==> config.mk <==
export PLATFORM = sky130hd
export DESIGN_NAME = dt_walker
export DESIGN_NICKNAME = d
export VERILOG_FILES = /design/src/rtl/dt_pkg.sv /design/src/rtl/dt_node_eval.sv /design/src/rtl/dt_walker.sv
export SDC_FILE = /design/constraint.sdc
export NUM_CORES = 1
export LEC_CHECK = 0
export CAP_MARGIN = 40
export CELL_PAD_IN_SITES_DETAIL_PLACEMENT = 0
export CELL_PAD_IN_SITES_GLOBAL_PLACEMENT = 1
export CORE_MARGIN = 8
export CORE_UTILIZATION = 23
export CTS_BUF_LIST = sky130_fd_sc_hd__clkbuf_8
export DETAILED_ROUTE_END_ITERATION = 7
export HOLD_SLACK_MARGIN = 0.05
export PLACE_DENSITY = 0.56
export SLEW_MARGIN = 10
export SYNTH_ARGS = -nofsm -noshare
export SYNTH_HDL_FRONTEND = slang
export SYNTH_HIERARCHICAL = 1
export SYNTH_SLANG_ARGS = --single-unit
==> constraint.sdc <==
create_clock -name clk -period 15.7 [get_ports clk]
set_clock_uncertainty 0.1 [all_clocks]
set_input_delay 2.355 -clock clk [delete_from_list [all_inputs] [get_ports clk]]
set_output_delay 2.355 -clock clk [all_outputs]
set_load 0.02 [all_outputs]
==> src/rtl/dt_pkg.sv <==
// Shared definitions for the decision-tree walker.
// It holds the field positions of the 36-bit node word, the index and word widths, and the walker state encoding.
// It has no ports.
package dt_pkg;

  localparam int NODE_W     = 36;
  localparam int NODE_IDX_W = 9;
  localparam int DEPTH_W    = 5;

  // Node word fields
  localparam int LEAF_BIT = 35;
  localparam int FIDX_MSB = 34;
  localparam int FIDX_LSB = 30;
  localparam int THR_MSB  = 29;
  localparam int THR_LSB  = 14;
  localparam int LEFT_MSB = 13;
  localparam int LEFT_LSB = 5;

  localparam int FIDX_W = FIDX_MSB - FIDX_LSB + 1;
  localparam int THR_W  = THR_MSB - THR_LSB + 1;

  typedef enum logic [1:0] {
    IDLE,
    WAIT,
    EVAL,
    DONE
  } state_e;

endpackage

==> src/rtl/dt_node_eval.sv <==
// Combinational decode of one node word against the latched feature vector.
// Ports: all_info and features come in. The outputs are is_leaf, leaf_class, next_idx (the chosen child),
//        idx_err (feature index out of range) and ovf_err (right child would pass index 511).
module dt_node_eval
  import dt_pkg::*;
#(
  parameter int N_FEAT  = 16,
  parameter int FEAT_W  = 16,
  parameter int CLASS_W = 4
) (
  input  logic [NODE_W-1:0]        all_info,
  input  logic [N_FEAT*FEAT_W-1:0] features,
  output logic                     is_leaf,
  output logic [CLASS_W-1:0]       leaf_class,
  output logic [NODE_IDX_W-1:0]    next_idx,
  output logic                     idx_err,
  output logic                     ovf_err
);

  logic [FIDX_W-1:0]     fidx;
  logic [THR_W-1:0]      thr;
  logic [NODE_IDX_W-1:0] left;
  logic [FEAT_W-1:0]     feat;
  logic                  go_left;

  assign is_leaf    = all_info[LEAF_BIT];
  assign leaf_class = all_info[CLASS_W-1:0];
  assign fidx       = all_info[FIDX_MSB:FIDX_LSB];
  assign thr        = all_info[THR_MSB:THR_LSB];
  assign left       = all_info[LEFT_MSB:LEFT_LSB];

  assign idx_err = !is_leaf && (int'(fidx) >= N_FEAT);

  // The mux is written as a loop so that an out-of-range index never forms an out-of-bounds part-select.
  always_comb begin
    feat = '0;
    for (int k = 0; k < N_FEAT; k++) begin
      if (int'(fidx) == k) feat = features[k*FEAT_W +: FEAT_W];
    end
  end

  assign go_left  = feat < thr;
  assign next_idx = go_left ? left : left + 1'b1;
  assign ovf_err  = !is_leaf && !idx_err && !go_left && (left == '1);

  // Bits between the class field and the left-child field carry no meaning in either node kind.
  generate
    if (CLASS_W < LEFT_LSB) begin : g_unused
      logic unused_bits;
      assign unused_bits = ^all_info[LEFT_LSB-1:CLASS_W];
    end
  endgenerate

endmodule

==> src/rtl/dt_walker.sv <==
// Walks one decision tree from the root to a leaf through a fixed-latency node ROM.
// Ports: an in_valid/in_ready feature input; node_idx out to the ROM and all_info back from it;
//        an out_valid/out_ready result carrying out_class, out_err and out_depth. Reset is synchronous on rst.
module dt_walker
  import dt_pkg::*;
#(
  parameter int                    N_FEAT    = 16,
  parameter int                    FEAT_W    = 16,
  parameter int                    CLASS_W   = 4,
  parameter int                    ROM_LAT   = 3,
  parameter int                    MAX_DEPTH = 16,
  parameter logic [NODE_IDX_W-1:0] ROOT      = '0
) (
  input  logic                     clk,
  input  logic                     rst,
  input  logic                     in_valid,
  output logic                     in_ready,
  input  logic [N_FEAT*FEAT_W-1:0] in_features,
  output logic [NODE_IDX_W-1:0]    node_idx,
  input  logic [NODE_W-1:0]        all_info,
  output logic                     out_valid,
  input  logic                     out_ready,
  output logic [CLASS_W-1:0]       out_class,
  output logic                     out_err,
  output logic [DEPTH_W-1:0]       out_depth
);

  // WAIT counts down from ROM_LAT-1. all_info is captured at the ROM_LAT-th edge after node_idx moves.
  // That same edge enters EVAL, so each node takes ROM_LAT+1 cycles.
  localparam int               CNT_W    = $clog2(ROM_LAT) + 1;
  localparam logic [CNT_W-1:0] CNT_LOAD = CNT_W'(ROM_LAT - 1);

  state_e                  state_q, state_d;
  logic [NODE_IDX_W-1:0]   node_q, node_d;
  logic [DEPTH_W-1:0]      depth_q, depth_d;
  logic [CNT_W-1:0]        cnt_q, cnt_d;
  logic [CLASS_W-1:0]      class_q, class_d;
  logic                    err_q, err_d;
  logic [N_FEAT*FEAT_W-1:0] feat_q;
  logic [NODE_W-1:0]       info_q;
  logic                    feat_load, info_load;

  logic                    is_leaf, idx_err, ovf_err;
  logic [CLASS_W-1:0]      leaf_class;
  logic [NODE_IDX_W-1:0]   next_idx;

  dt_node_eval #(
    .N_FEAT (N_FEAT),
    .FEAT_W (FEAT_W),
    .CLASS_W(CLASS_W)
  ) u_eval (
    .all_info  (info_q),
    .features  (feat_q),
    .is_leaf   (is_leaf),
    .leaf_class(leaf_class),
    .next_idx  (next_idx),
    .idx_err   (idx_err),
    .ovf_err   (ovf_err)
  );

  always_comb begin
    state_d   = state_q;
    node_d    = node_q;
    depth_d   = depth_q;
    cnt_d     = cnt_q;
    class_d   = class_q;
    err_d     = err_q;
    feat_load = 1'b0;
    info_load = 1'b0;
    case (state_q)
      IDLE: begin
        if (in_valid) begin
          feat_load = 1'b1;
          node_d    = ROOT;
          depth_d   = '0;
          cnt_d     = CNT_LOAD;
          class_d   = '0;
          err_d     = 1'b0;
          state_d   = WAIT;
        end
      end
      WAIT: begin
        if (cnt_q == '0) begin
          info_load = 1'b1;
          state_d   = EVAL;
        end else begin
          cnt_d = cnt_q - 1'b1;
        end
      end
      EVAL: begin
        if (is_leaf) begin
          class_d = leaf_class;
          err_d   = 1'b0;
          state_d = DONE;
        end else if (idx_err || ovf_err || (int'(depth_q) + 1 == MAX_DEPTH)) begin
          class_d = '0;
          err_d   = 1'b1;
          state_d = DONE;
        end else begin
          node_d  = next_idx;
          depth_d = depth_q + 1'b1;
          cnt_d   = CNT_LOAD;
          state_d = WAIT;
        end
      end
      DONE: begin
        if (out_ready) state_d = IDLE;
      end
      default: state_d = IDLE;
    endcase
  end

  always_ff @(posedge clk) begin
    if (rst) begin
      state_q <= IDLE;
      node_q  <= ROOT;
      depth_q <= '0;
      cnt_q   <= '0;
      class_q <= '0;
      err_q   <= 1'b0;
    end else begin
      state_q <= state_d;
      node_q  <= node_d;
      depth_q <= depth_d;
      cnt_q   <= cnt_d;
      class_q <= class_d;
      err_q   <= err_d;
    end
  end

  // Datapath latches carry no reset. They are only read after a fresh load.
  always_ff @(posedge clk) begin
    if (feat_load) feat_q <= in_features;
    if (info_load) info_q <= all_info;
  end

  assign in_ready  = (state_q == IDLE) && !rst;
  assign out_valid = (state_q == DONE);
  assign node_idx  = node_q;
  assign out_class = class_q;
  assign out_err   = err_q;
  assign out_depth = depth_q;

endmodule

### Word level (Yosys, flattened, before mapping)

Cells that the tools add are included.

| cells by class | value |
|---|---|
| muxes and demuxes | 48 |
| equal/unequal tests | 27 |
| divide/modulo/power cells | 0 |
| reduce and logical (&&, ||, !) cells | 20 |
| add/subtract/negate cells | 4 |
| bitwise operators | 0 |
| multiply operators | 0 |
| shift operators | 0 |
| $lt $le $gt $ge | 2 |

Operator list:

| operator | number |
|---|---|
| $mux W16 | 16 |
| $eq A5 B5 Y1 const B | 8 |
| $mux W9 | 4 |
| $eq A5 B4 Y1 const B | 4 |
| $pmux W9 S2 | 1 |
| $lt A16 B16 Y1 | 1 |
| $mux W5 | 3 |
| $mux W3 | 4 |
| $mux W4 | 3 |
| $eq A5 B3 Y1 const B | 2 |
| $mux W2 | 5 |
| $ne A2 B2 Y1 const B | 5 |
| $pmux W5 S2 | 1 |
| $add A9 B1 Y9 const B | 1 |
| $eq A9 B9 Y1 const B | 1 |
| $pmux W3 S3 | 1 |
| $pmux W2 S4 | 1 |
| $pmux W4 S2 | 1 |
| $mux W1 | 7 |
| $add A5 B1 Y6 const B | 1 |
| $eq A6 B5 Y1 const B | 1 |
| $reduce_and A3 Y1 | 2 |
| $add A5 B1 Y5 const B | 1 |
| $eq A5 B2 Y1 const B | 1 |
| other kinds (17) | 26 |

| storage, ports and cells | value |
|---|---|
| bits in writable memories | 0 |
| flip-flop bits (word level) | 316 |
| output and inout bits | 21 |
| memories kept | 0 |
| input bits | 296 |
| latch bits | 0 |
| ROM bits | 0 |

### Longest topological paths before layout

| logic depth | value |
|---|---|
| word-level depth | 26 |
| mapped depth | 23 |
| gate-level depth less buffers | 18 |

### Modules after synthesis

The synthesis kept the hierarchy.

By module, submodules not included:

| module | times used | area an instance (um2) | seq. area each (um2) | cells each |
|---|---|---|---|---|
| dt_walker | 1 | 9895.7 | 9248.9 | 427 |
| dt_node_eval | 1 | 3128.0 | 0.0 | 434 |

### Worst setup path after synthesis

No wires, ideal clock.

| timing path | value |
|---|---|
| path type | input port to flip-flop |
| start point | input port in_valid |
| end point | register depth_q[4] (netlist: out_depth[4]) |
| data required time | 15526 ps |
| stages on the path | 5 |
| arrival | 13545 ps |
| path slack | 1981 ps |
| cell sequence | nor3b_2 -> nor2_1 -> a21o_1 -> or4_1 -> a31oi_1 |

| on the way | value |
|---|---|
| cells in the longest elaborated chain, start to end | 2 |

Ends and longest elaborated chain:

| what | RTL line | source |
|---|---|---|
| start, declared | dt_walker.sv:16 | `input logic in_valid,` |
| $ne A2 B2 Y1 (no line) | - |  |
| $reduce_and A4 Y1 (no line) | - |  |
| end signal, assigned | dt_walker.sv:124 | `depth_q <= depth_d;` |
| end, declared | dt_walker.sv:35 | `logic [DEPTH_W-1:0] depth_q, depth_d;` |

No other way between the ends.
A chain may end at the register's enable or synchronous reset.

### Worst setup path after layout

| timing path | value |
|---|---|
| start point | input port rst |
| end point | output port in_ready |

| on the way | value |
|---|---|
| cells in the longest elaborated chain, start to end | 2 |

Ends and longest elaborated chain:

| what | RTL line | source |
|---|---|---|
| start, declared | dt_walker.sv:15 | `input logic rst,` |
| $logic_not A1 Y1 | dt_walker.sv:137 | `assign in_ready = (state_q == IDLE) && !rst;` |
| $logic_and A1 B1 Y1 | dt_walker.sv:137 |  |
| end, declared | dt_walker.sv:17 | `output logic in_ready,` |

No other way between the ends.

==> results.ini <==
[run_status]
outcome=complete, no violations

[yosys]
avgSynthCellArea_um2=15.1
synth_cells=860
synth_area_um2=13000
syn-num-nets=1176
yosysWarnings=6

[hold_path]
worstHoldPathType=flip-flop to flip-flop
hold_start=node_idx[3]$_SDFFE_PP0P_

[finish]
finalNetCount=1520
final_common_cell=clkdlybuf4s50_1
mostFrequentLayoutCells=clkdlybuf4s50_1, edfxtp_1, clkbuf_8
stdcell_area_um2=18100
syn_to_final_growth_pct=39.5
drive_gt1_frac=0.109

[pwr]
total_power_mw=2.22
power_leakage_nw=6.18
powerDensity_nw_per_um2=123
p_switching_mw=0.620
combPwrFrac=0.183
clkPwrFrac=0.330
p_sw_frac=0.279
seqPwrFrac=0.487
p_int_mw=1.60
irDropWorstVdd_uv=61.2

[setup_path]
timing.rr.end=node_idx[1]$_SDFFE_PP0P_
crit_type=input pin to output pin
end_kind=output pin
cp.arrival_ns=4.13
crit_start=rst
cp_max_fo=14
reg2reg_slack_ns=9.12
required_ns=13.24
r2r_cells=20
critPathCapture=in_ready
r2r-start=info_q[30]$_DFFE_PP_
cp-start-kind=input pin

[placed_design]
io_buffer_count=315
place_ws_ns=8.93
place_congestion=0.774
place_hpwl_mm=33.3
place_area_um2=17000

[detailed_routing]
ant_nets=0
first_pass_iters=4
wirelength_mm=45.4
routedWlPerCell_um=22.5
viasPerCell=4.34
dr.first_iter.drc_count=521
drc=0
vias=8748

[clocking]
clk_latency_ns=0.64
htree_levels=2
cts_buffer_depth=3
numCtsBuffers=58
post-cts-setup-buffers=0
cts-root-buf=clkbuf_8
clock_sinks=315
cts_resized=0
clk_pin_slew_worst_paths_ns=0.06
cts_tree=yes
cts.hold.buffers_added=0

[sta]
holdWs_ns=0.354
fmax_ghz=0.152
worst_pin_slew_ns=1.26
hold_violations=0
max_slew_margin=0.160
setup_viol=0
layout_min_cycle_time_ns=6.58
rsz0062_at_grt=no
finalCritPeriodShare=0.419
fin_ws_ns=9.12
slew_violations=0
fin_setup_tns_ns=0

[grt]
grt_pass1_wl_mm=63.5
grt.overflow.total=0
grt_usage=0.137
grt_pass1_vias=9227
antenna_found_initial=22
grt_start_max_net_pins=187

[floorplan]
ios=317
coreArea_um2=56200
row_count=87
die_height_um=254
start_util=0.231
dieArea_um2=64400
die_x_um=254

[flow_run]
cap_violations=0

## layer usage
metal	routed length (um)	track usage	vias to the layer above
met5	154	0	-
met4	1040	0.0376	24
met2	21400	0.224	303
li1	-	-	4084
met3	3870	0.0559	85
met1	19000	0.166	4252
## metrics by stage
step | instances | utilization
after floorplan | 860 | -
after global placement | 1894 | 0.302
after detailed placement | 1900 | 0.303
after CTS | 2005 | 0.322
after global routing | 2005 | 0.322
final | 2014 | 0.323
## registers in the layout (all words and copies together) (netlist names)
register   cells
out_class      4
node_idx       9
out_depth      5
feat_q       256
state_q        2
out_err        1
cnt_q          3
info_q        35
## final cells by class
cell class / count / area (um2)
antenna: 9 / 22.5
clock inverter: 46 / 249
tap: 756 / 946
fill: 5698 / 38000
multi-input combinational: 472 / 3440
timing repair buffer: 334 / 3350
sequential: 315 / 9220
clock buffer: 59 / 812
inverter: 23 / 86.3
## how the worst min path moves through the flow
stage / to / slack [ns] / cells after the start
after global routing: node_idx[3]$_SDFFE_PP0P_ / 0.37 / 2
final: node_idx[3]$_SDFFE_PP0P_ / 0.35 / 2
after detailed placement: node_idx[7]$_SDFFE_PP0P_ / 0.35 / 2
after CTS: node_idx[6]$_SDFFE_PP0P_ / 0.35 / 2
after global placement: out_class[0]$_SDFFE_PP0P_ / 0.34 / 1
after floorplan: cnt_q[1]$_SDFFE_PP0P_ / 0.38 / 2
## worst max-delay path: stages
cell	delay [ns]
clkdlybuf4s50_1	0.68
buf_6	0.29
nor3_1	0.15
clkdlybuf4s50_1	0.65
## power groups by stage
| stage | registers (mW) | logic (mW) | clock network [mW] |
|---|---|---|---|
| floorplan | 1.12 | 0.227 | 0 |
| global placement | 1.10 | 0.406 | 0 |
| detailed placement | 1.10 | 0.417 | 0 |
| CTS | 1.08 | 0.419 | 0.769 |
| global route | 1.09 | 0.445 | 0.805 |
| finish | 1.08 | 0.407 | 0.732 |
Power figures use the tool's default switching activity.
